--- src/rtl/demux1to2_stream.sv ---
// demux1to2_stream: steers one valid/ready stream to one of two outputs
// by sel, with a small FIFO and an accepted-beat counter per output.

module demux1to2_fifo #(
  parameter int N     = 4,
  parameter int DEPTH = 2
) (
  input  logic         clk,
  input  logic         rst,
  input  logic         push,
  input  logic [N-1:0] wdata,
  input  logic         pop,
  output logic         full,
  output logic         valid,
  output logic [N-1:0] rdata
);
  localparam int AW = $clog2(DEPTH);

  logic [N-1:0] mem [DEPTH];
  logic [AW-1:0] wptr;
  logic [AW-1:0] rptr;
  logic [AW:0]   occ;
  logic          pop_en;

  assign full   = (occ == (AW+1)'(DEPTH));
  assign valid  = (occ != '0);
  assign pop_en = pop && valid;
  // Head is masked while empty so the port reads 0 out of reset.
  assign rdata  = valid ? mem[rptr] : '0;

  always_ff @(posedge clk) begin
    if (push) mem[wptr] <= wdata;
  end

  always_ff @(posedge clk or posedge rst) begin
    if (rst) begin
      wptr <= '0;
      rptr <= '0;
      occ  <= '0;
    end else begin
      if (push)   wptr <= wptr + 1'b1;
      if (pop_en) rptr <= rptr + 1'b1;
      unique case ({push, pop_en})
        2'b10:   occ <= occ + 1'b1;
        2'b01:   occ <= occ - 1'b1;
        default: occ <= occ;
      endcase
    end
  end
endmodule

module demux1to2_stream #(
  parameter int N     = 4,
  parameter int DEPTH = 2,
  parameter int CW    = 16
) (
  input  logic          clk,
  input  logic          rst,
  input  logic          in_valid,
  output logic          in_ready,
  input  logic          sel,
  input  logic [N-1:0]  in_data,
  output logic          a_valid,
  input  logic          a_ready,
  output logic [N-1:0]  a_data,
  output logic          b_valid,
  input  logic          b_ready,
  output logic [N-1:0]  b_data,
  output logic [CW-1:0] a_count,
  output logic [CW-1:0] b_count
);
  logic full_a;
  logic full_b;
  logic accept;
  logic push_a;
  logic push_b;

  // No path from the output readies: a full FIFO blocks even if popping.
  assign in_ready = sel ? !full_a : !full_b;
  assign accept   = in_valid && in_ready;
  assign push_a   = accept && sel;
  assign push_b   = accept && !sel;

  demux1to2_fifo #(.N(N), .DEPTH(DEPTH)) u_fifo_a (
    .clk   (clk),
    .rst   (rst),
    .push  (push_a),
    .wdata (in_data),
    .pop   (a_ready),
    .full  (full_a),
    .valid (a_valid),
    .rdata (a_data)
  );

  demux1to2_fifo #(.N(N), .DEPTH(DEPTH)) u_fifo_b (
    .clk   (clk),
    .rst   (rst),
    .push  (push_b),
    .wdata (in_data),
    .pop   (b_ready),
    .full  (full_b),
    .valid (b_valid),
    .rdata (b_data)
  );

  always_ff @(posedge clk or posedge rst) begin
    if (rst) begin
      a_count <= '0;
      b_count <= '0;
    end else begin
      if (push_a) a_count <= a_count + 1'b1;
      if (push_b) b_count <= b_count + 1'b1;
    end
  end
endmodule

--- config.mk ---
export PLATFORM = sky130hd
export DESIGN_NAME = demux1to2_stream
export DESIGN_NICKNAME = d
export VERILOG_FILES = /design/src/rtl/demux1to2_stream.sv
export SDC_FILE = /design/constraint.sdc
export NUM_CORES = 1
export LEC_CHECK = 0
export ABC_AREA = 1
export BUFFER_PORTS_ARGS = -buffer_cell sky130_fd_sc_hd__buf_4
export CORE_AREA = 3 3 73 75
export CTS_BUF_LIST = sky130_fd_sc_hd__clkbuf_16
export DETAILED_ROUTE_END_ITERATION = 10
export DIE_AREA = 0 0 76 78
export GPL_TIMING_DRIVEN = 0
export PLACE_DENSITY_LB_ADDON = 0.25
export SKIP_CTS_REPAIR_TIMING = 1
export SLEW_MARGIN = 20
export SYNTH_ARGS = -nofsm -noshare
export SYNTH_HDL_FRONTEND = slang
export SYNTH_SLANG_ARGS = --single-unit
--- constraint.sdc ---
create_clock -name clk -period 4 [get_ports clk]
set_input_delay 0.4 -clock clk [delete_from_list [all_inputs] [get_ports clk]]
set_output_delay 0.4 -clock clk [all_outputs]
set_load 0.01 [all_outputs]
# [After elaboration in Yosys (flattened, before gate mapping)]
# Memory sizes are Yosys's and may differ from the RTL's.
# Cells that the tools add are included.
[totals] wordCells=47 register_bits=40 ram_bits=16 memories=2
[op_classes] n_addsub=10 eq_ne=6 n_mux=9 reduce_logical=12
[mem_list] name="u_fifo_a.mem" words=2 width=4 read_ports=1 rd_clocked_by_memory_dff=0 write_ports=1 line_no="19" rtl="logic [N-1:0] mem [DEPTH];"
[mem_list] name="u_fifo_b.mem" words=2 width=4 read_ports=1 rd_clocked_by_memory_dff=0 write_ports=1 line_no="19"
[op_table] op="$add A16 B1 Y16 const B" n=2
[op_table] op="$eq A2 B2 Y1 const B" n=4
[op_table] op="$mux W4" n=2
[op_table] op="$pmux W2 S2" n=2
[op_table] op="$reduce_bool A2 Y1" n=4
[op_table] op="$logic_and A1 B1 Y1" n=5
[op_table] op="$mux W1" n=5
[op_table] op="$add A1 B1 Y1 const B" n=4
[op_table] op="$add A2 B1 Y2 const B" n=2
[op_table] op="$eq A2 B1 Y1 const B" n=2
[op_table] op="$sub A2 B1 Y2 const B" n=2
[op_table] op="$logic_not A1 Y1" n=3

# [Longest topological paths before layout]
[depth] ltp_word=7 mapped_depth=8

# [By module]
# Synthesis repeated with hierarchy kept, for this count alone.
[unflattened] cells_unflattened=321 hier_area_um2=2813.9
[by_module_without_submodules] mod="demux1to2_stream" cells_each=219 area_each_um2=1752.9 n_inst=1 seq_area_each_um2=800.8
[by_module_without_submodules] mod="demux1to2_fifo" cells_each=51 area_each_um2=530.5 n_inst=2 seq_area_each_um2=340.3

# [Least setup slack after synthesis]
# OpenSTA, ideal clock, no wires.
[synth_timing] path_type="reg-to-reg" startpoint="register u_fifo_b.occ[0]" endpoint="register u_fifo_b.occ[1]" arrival_time_ns=1.560 setup_time_ns=0.131 stages_incl_launch_ff=9 slack_ns=2.309 path_cell_list="dfrtp_1 nor2_1 inv_1 nand2_1 inv_1 ha_1 a21oi_1 o21ai_0 xor2_1"
[synth_via] elab_cells_between_ends=13 classes_between="2 x add/sub; 3 x eq/ne; 2 x mux; 6 x reduce/logical"
[synth_rtl] item="start: declaration" line_no="22" rtl="logic [AW:0] occ;"
[synth_rtl] item="start signal: assignment" line_no="44" rtl="2'b10: occ <= occ + 1'b1;"
[synth_rtl] item="start signal: assignment" line_no="45" rtl="2'b01: occ <= occ - 1'b1;"
[synth_rtl] item="$reduce_bool A2 Y1 *" line_no="26" rtl="assign valid = (occ != '0);"
[synth_rtl] item="net b_valid" line_no="66" rtl="output logic b_valid,"
[synth_rtl] item="$logic_and A1 B1 Y1 *" line_no="27" rtl="assign pop_en = pop && valid;"
[synth_rtl] item="net u_fifo_b.pop_en" line_no="23" rtl="logic pop_en;"
[synth_rtl] item="$eq A2 B1 Y1 / $eq A2 B2 Y1 (equally long branches)" line_no="43" rtl="unique case ({push, pop_en})"
[synth_rtl] item="$pmux W2 S2 / $reduce_bool A2 Y1 (equally long branches)"
# The timed path passes the listed nets; every way through them passes the cells marked *.
# A chain may end at the register's enable or synchronous reset.

# [Worst setup path in the final report]
[layout_timing] startpoint="register u_fifo_b.occ[0]" endpoint="register u_fifo_b.occ[1]"
[layout_via] elab_cells_between_ends=13 classes_between="2 x add/sub; 3 x eq/ne; 2 x mux; 6 x reduce/logical"
[layout_rtl] item="$reduce_bool A2 Y1 *" line_no="26"
[layout_rtl] item="$logic_and A1 B1 Y1 *" line_no="27"
[layout_rtl] item="net u_fifo_b.pop_en" line_no="23"
[layout_rtl] item="$eq A2 B1 Y1 / $eq A2 B2 Y1 (equally long branches)" line_no="43"
[layout_rtl] item="$pmux W2 S2 / $reduce_bool A2 Y1 (equally long branches)"
# Marked as above.

==> results.cfg <==
[setup_path]
critical_path_buf_inv_count = 2
path_cells = nor2_1, inv_1, nand2_1, inv_1, ha_1, a21oi_1, o21ai_0, xor2_1
r2r-start = u_fifo_b.occ[0]
path_max_fanout = 6
arrival_ps = 2040
critical-path-top-delay-family = flip-flops
critPathCaptureType = flop
cp.depth = 8
r2r_cells = 8
cp.required_ps = 4170
cp-start-kind = flop
cpMostUsedCell = inv_1
startpoint = u_fifo_b.occ[0]
slowest_delay_ps = 450
cp_slowest_cell = dfrtp_1
worstSetupPathType = flop to flop

[routing]
postRouteAntennaNets = 0
drt-total-wl_mm = 5.45
vias = 2114
drt-pass1-iter-count = 4
routedWlPerCell_um = 12.7
avgViaCountPerCell = 4.93
drc = 0
drt_iter0_markers = 153

[sta]
setup-violations-final = 0
rsz0062_at_grt = false
fin_skew_ps = 4.11
max_freq_mhz = 536
finalMaxSlewViolations = 0
tns_ps = 0
finalCriticalPeriod_ps = 1870
fin_crit_sh_pct = 46.6
relSlewSlack_pct = 74.2
tightest_slew_ps = 385
hold_viol = 0

[clock_network]
cts_root_buf = clkbuf_16
tritoncts = built
clkSlewWorstSetupHoldPaths_ps = 70
cts.sinks = 56
clockBufferDepth = 2
clk_latency_ps = 290
cts-buffers-inserted = 5
h-tree-depth = 2

[synth]
synth.ff_latch_count = 56
syn-mean-instance-area_sq_um = 9.12
syn_inst = 301
synth_area_sq_mm = 0.00275
ys_seq_area_share_pct = 54.0
yosys_warnings = 0
ys_types = 24
syn_nets = 315

[finish]
n_antenna_cell = 0
layout_common_cells = 94 x nand2_1, 54 x buf_4, 40 x dfrtp_1
area_growth_pct = 24.0
layout_commonest_cell = nand2_1
nFillCells = 381
nNetsFinal = 375
drive_gt1_share_pct = 25.7

[grt]
grt_pass1_vias = 2138
grt_overflow = 0
grt_antenna_before_repair = 0
grt_pass1_wl_mm = 9.72
grt_util_all_layers_pct = 20.2
grt_max_degree = 31

[flow_run]
max-cap-violations = 0

[floorplan]
ios = 53
die_h_um = 78
num_rows = 25
fp.dieW_um = 76
start_util_pct = 58.1
design.core.area_sq_mm = 0.00472
die-area_sq_mm = 0.00593

[pwr]
p_per_area_mw_per_mm2 = 563
p_leak_nw = 1.62
irDropWorstVdd_v = 0.000337
total_power_w = 0.00192

[min_path]
hold_path_class = input pin to asynchronous set/reset pin

[placed_design]
gp_congestion = 0.793
portBuffers = 52
dp_hpwl_mm = 4.02

[run_status]
status = finished, final reports clean
## report_power, final
part | internal, W | total [W] | switching, W
registers | 0.000702 | 0.000820 | 0.000118
clock network | 0.000292 | 0.000486 | 0.000194
logic | 0.000280 | 0.000611 | 0.000331
## Yosys cell counts (all sizes together)
cell | n | area share [%]
nand2 | 98 | 14
dfrtp | 40 | 36
inv | 34 | 4.6
nor2 | 33 | 6.5
nand3 | 17 | 4.0
edfxtp | 16 | 18
xor2 | 11 | 3.5
a21oi | 10 | 1.8
o21ai | 10 | 1.8
xnor2 | 10 | 3.2
nand4 | 6 | 1.4
buf | 5 | 1.5
nand3b | 5 | 1.4
ha | 4 | 1.8
nor3 | 1 | 0.18
o211ai | 1 | 0.46
## cells by family after synthesis
family / count (synthesis) / synth area share [%]
and+or+nand+nor: 160 / 27.2
DFF: 56 / 54.0
buffers and inverters: 39 / 6.20
AOI/OAI and AO/OA: 21 / 4.10
xor gates and xnor gates: 21 / 6.70
adders and majority gates: 4 / 1.82
## sequential cells by signal (all words and copies together) (netlist names)
| register | flops |
|---|---|
| a_count | 16 |
| b_count | 16 |
| u_fifo_a.mem | 8 |
| u_fifo_a.occ | 2 |
| u_fifo_a.rptr | 1 |
| u_fifo_a.wptr | 1 |
| u_fifo_b.mem | 8 |
| u_fifo_b.occ | 2 |
| u_fifo_b.rptr | 1 |
| u_fifo_b.wptr | 1 |
## through the flow
| step | util (%) | hold slack, ps | cells | area (sq um) | setup slack [ps] |
|---|---|---|---|---|---|
| after CTS | 72.1 | 48.8 | 429 | 3400 | 2110 |
| after detailed placement | 68.6 | 359 | 421 | 3240 | 2150 |
| after floorplan | - | 487 | 301 | 2750 | 2310 |
| after global routing | 72.1 | 56.1 | 429 | 3400 | 1910 |
| after global placement | 68.2 | 482 | 420 | 3220 | 2100 |
| final | 72.1 | 41.9 | 429 | 3400 | 2130 |
## area by class of cell
| class | instances | area, sq um | area share [%] |
|---|---|---|---|
| multi-input cells | 206 | 1090 | 32.1 |
| repair buffers | 53 | 410 | 12.1 |
| well taps | 67 | 83.8 | 2.46 |
| clock inverters | 3 | 38.8 | 1.14 |
| flip-flops and latches | 56 | 1480 | 43.5 |
| clock buffers | 5 | 125 | 3.68 |
| plain buffers | 5 | 42.5 | 1.25 |
| inverters | 34 | 128 | 3.75 |
## path summary, 6_finish.rpt
kind / slack, ps / endpoint
max in group asynchronous: 3530 / a_count[6]
min in group clk: 320 / u_fifo_a.mem[1][1]
worst max-delay path: 2130 / u_fifo_b.occ[1]
worst max register to register: 2130 / u_fifo_b.occ[1]
worst min-delay path: 40 / a_count[11]
worst min register to register: 500 / a_count[5]
## worst reg2reg max path, stage by stage (launching register included)
cell and delay, ps:
dfrtp_1 450, nor2_1 320, inv_1 100, nand2_1 100, inv_1 60, ha_1 340
a21oi_1 120, o21ai_0 110, xor2_1 150
## metal layers
| layer | global-route usage (%) | wire, um |
|---|---|---|
| met1 | 24.1 | 2380 |
| met2 | 37.0 | 2790 |
| met3 | 4.41 | 222 |
| met4 | 5.62 | 56 |
| met5 | 0 | 0 |
No activity file was read; power rests on OpenSTA's default activity.
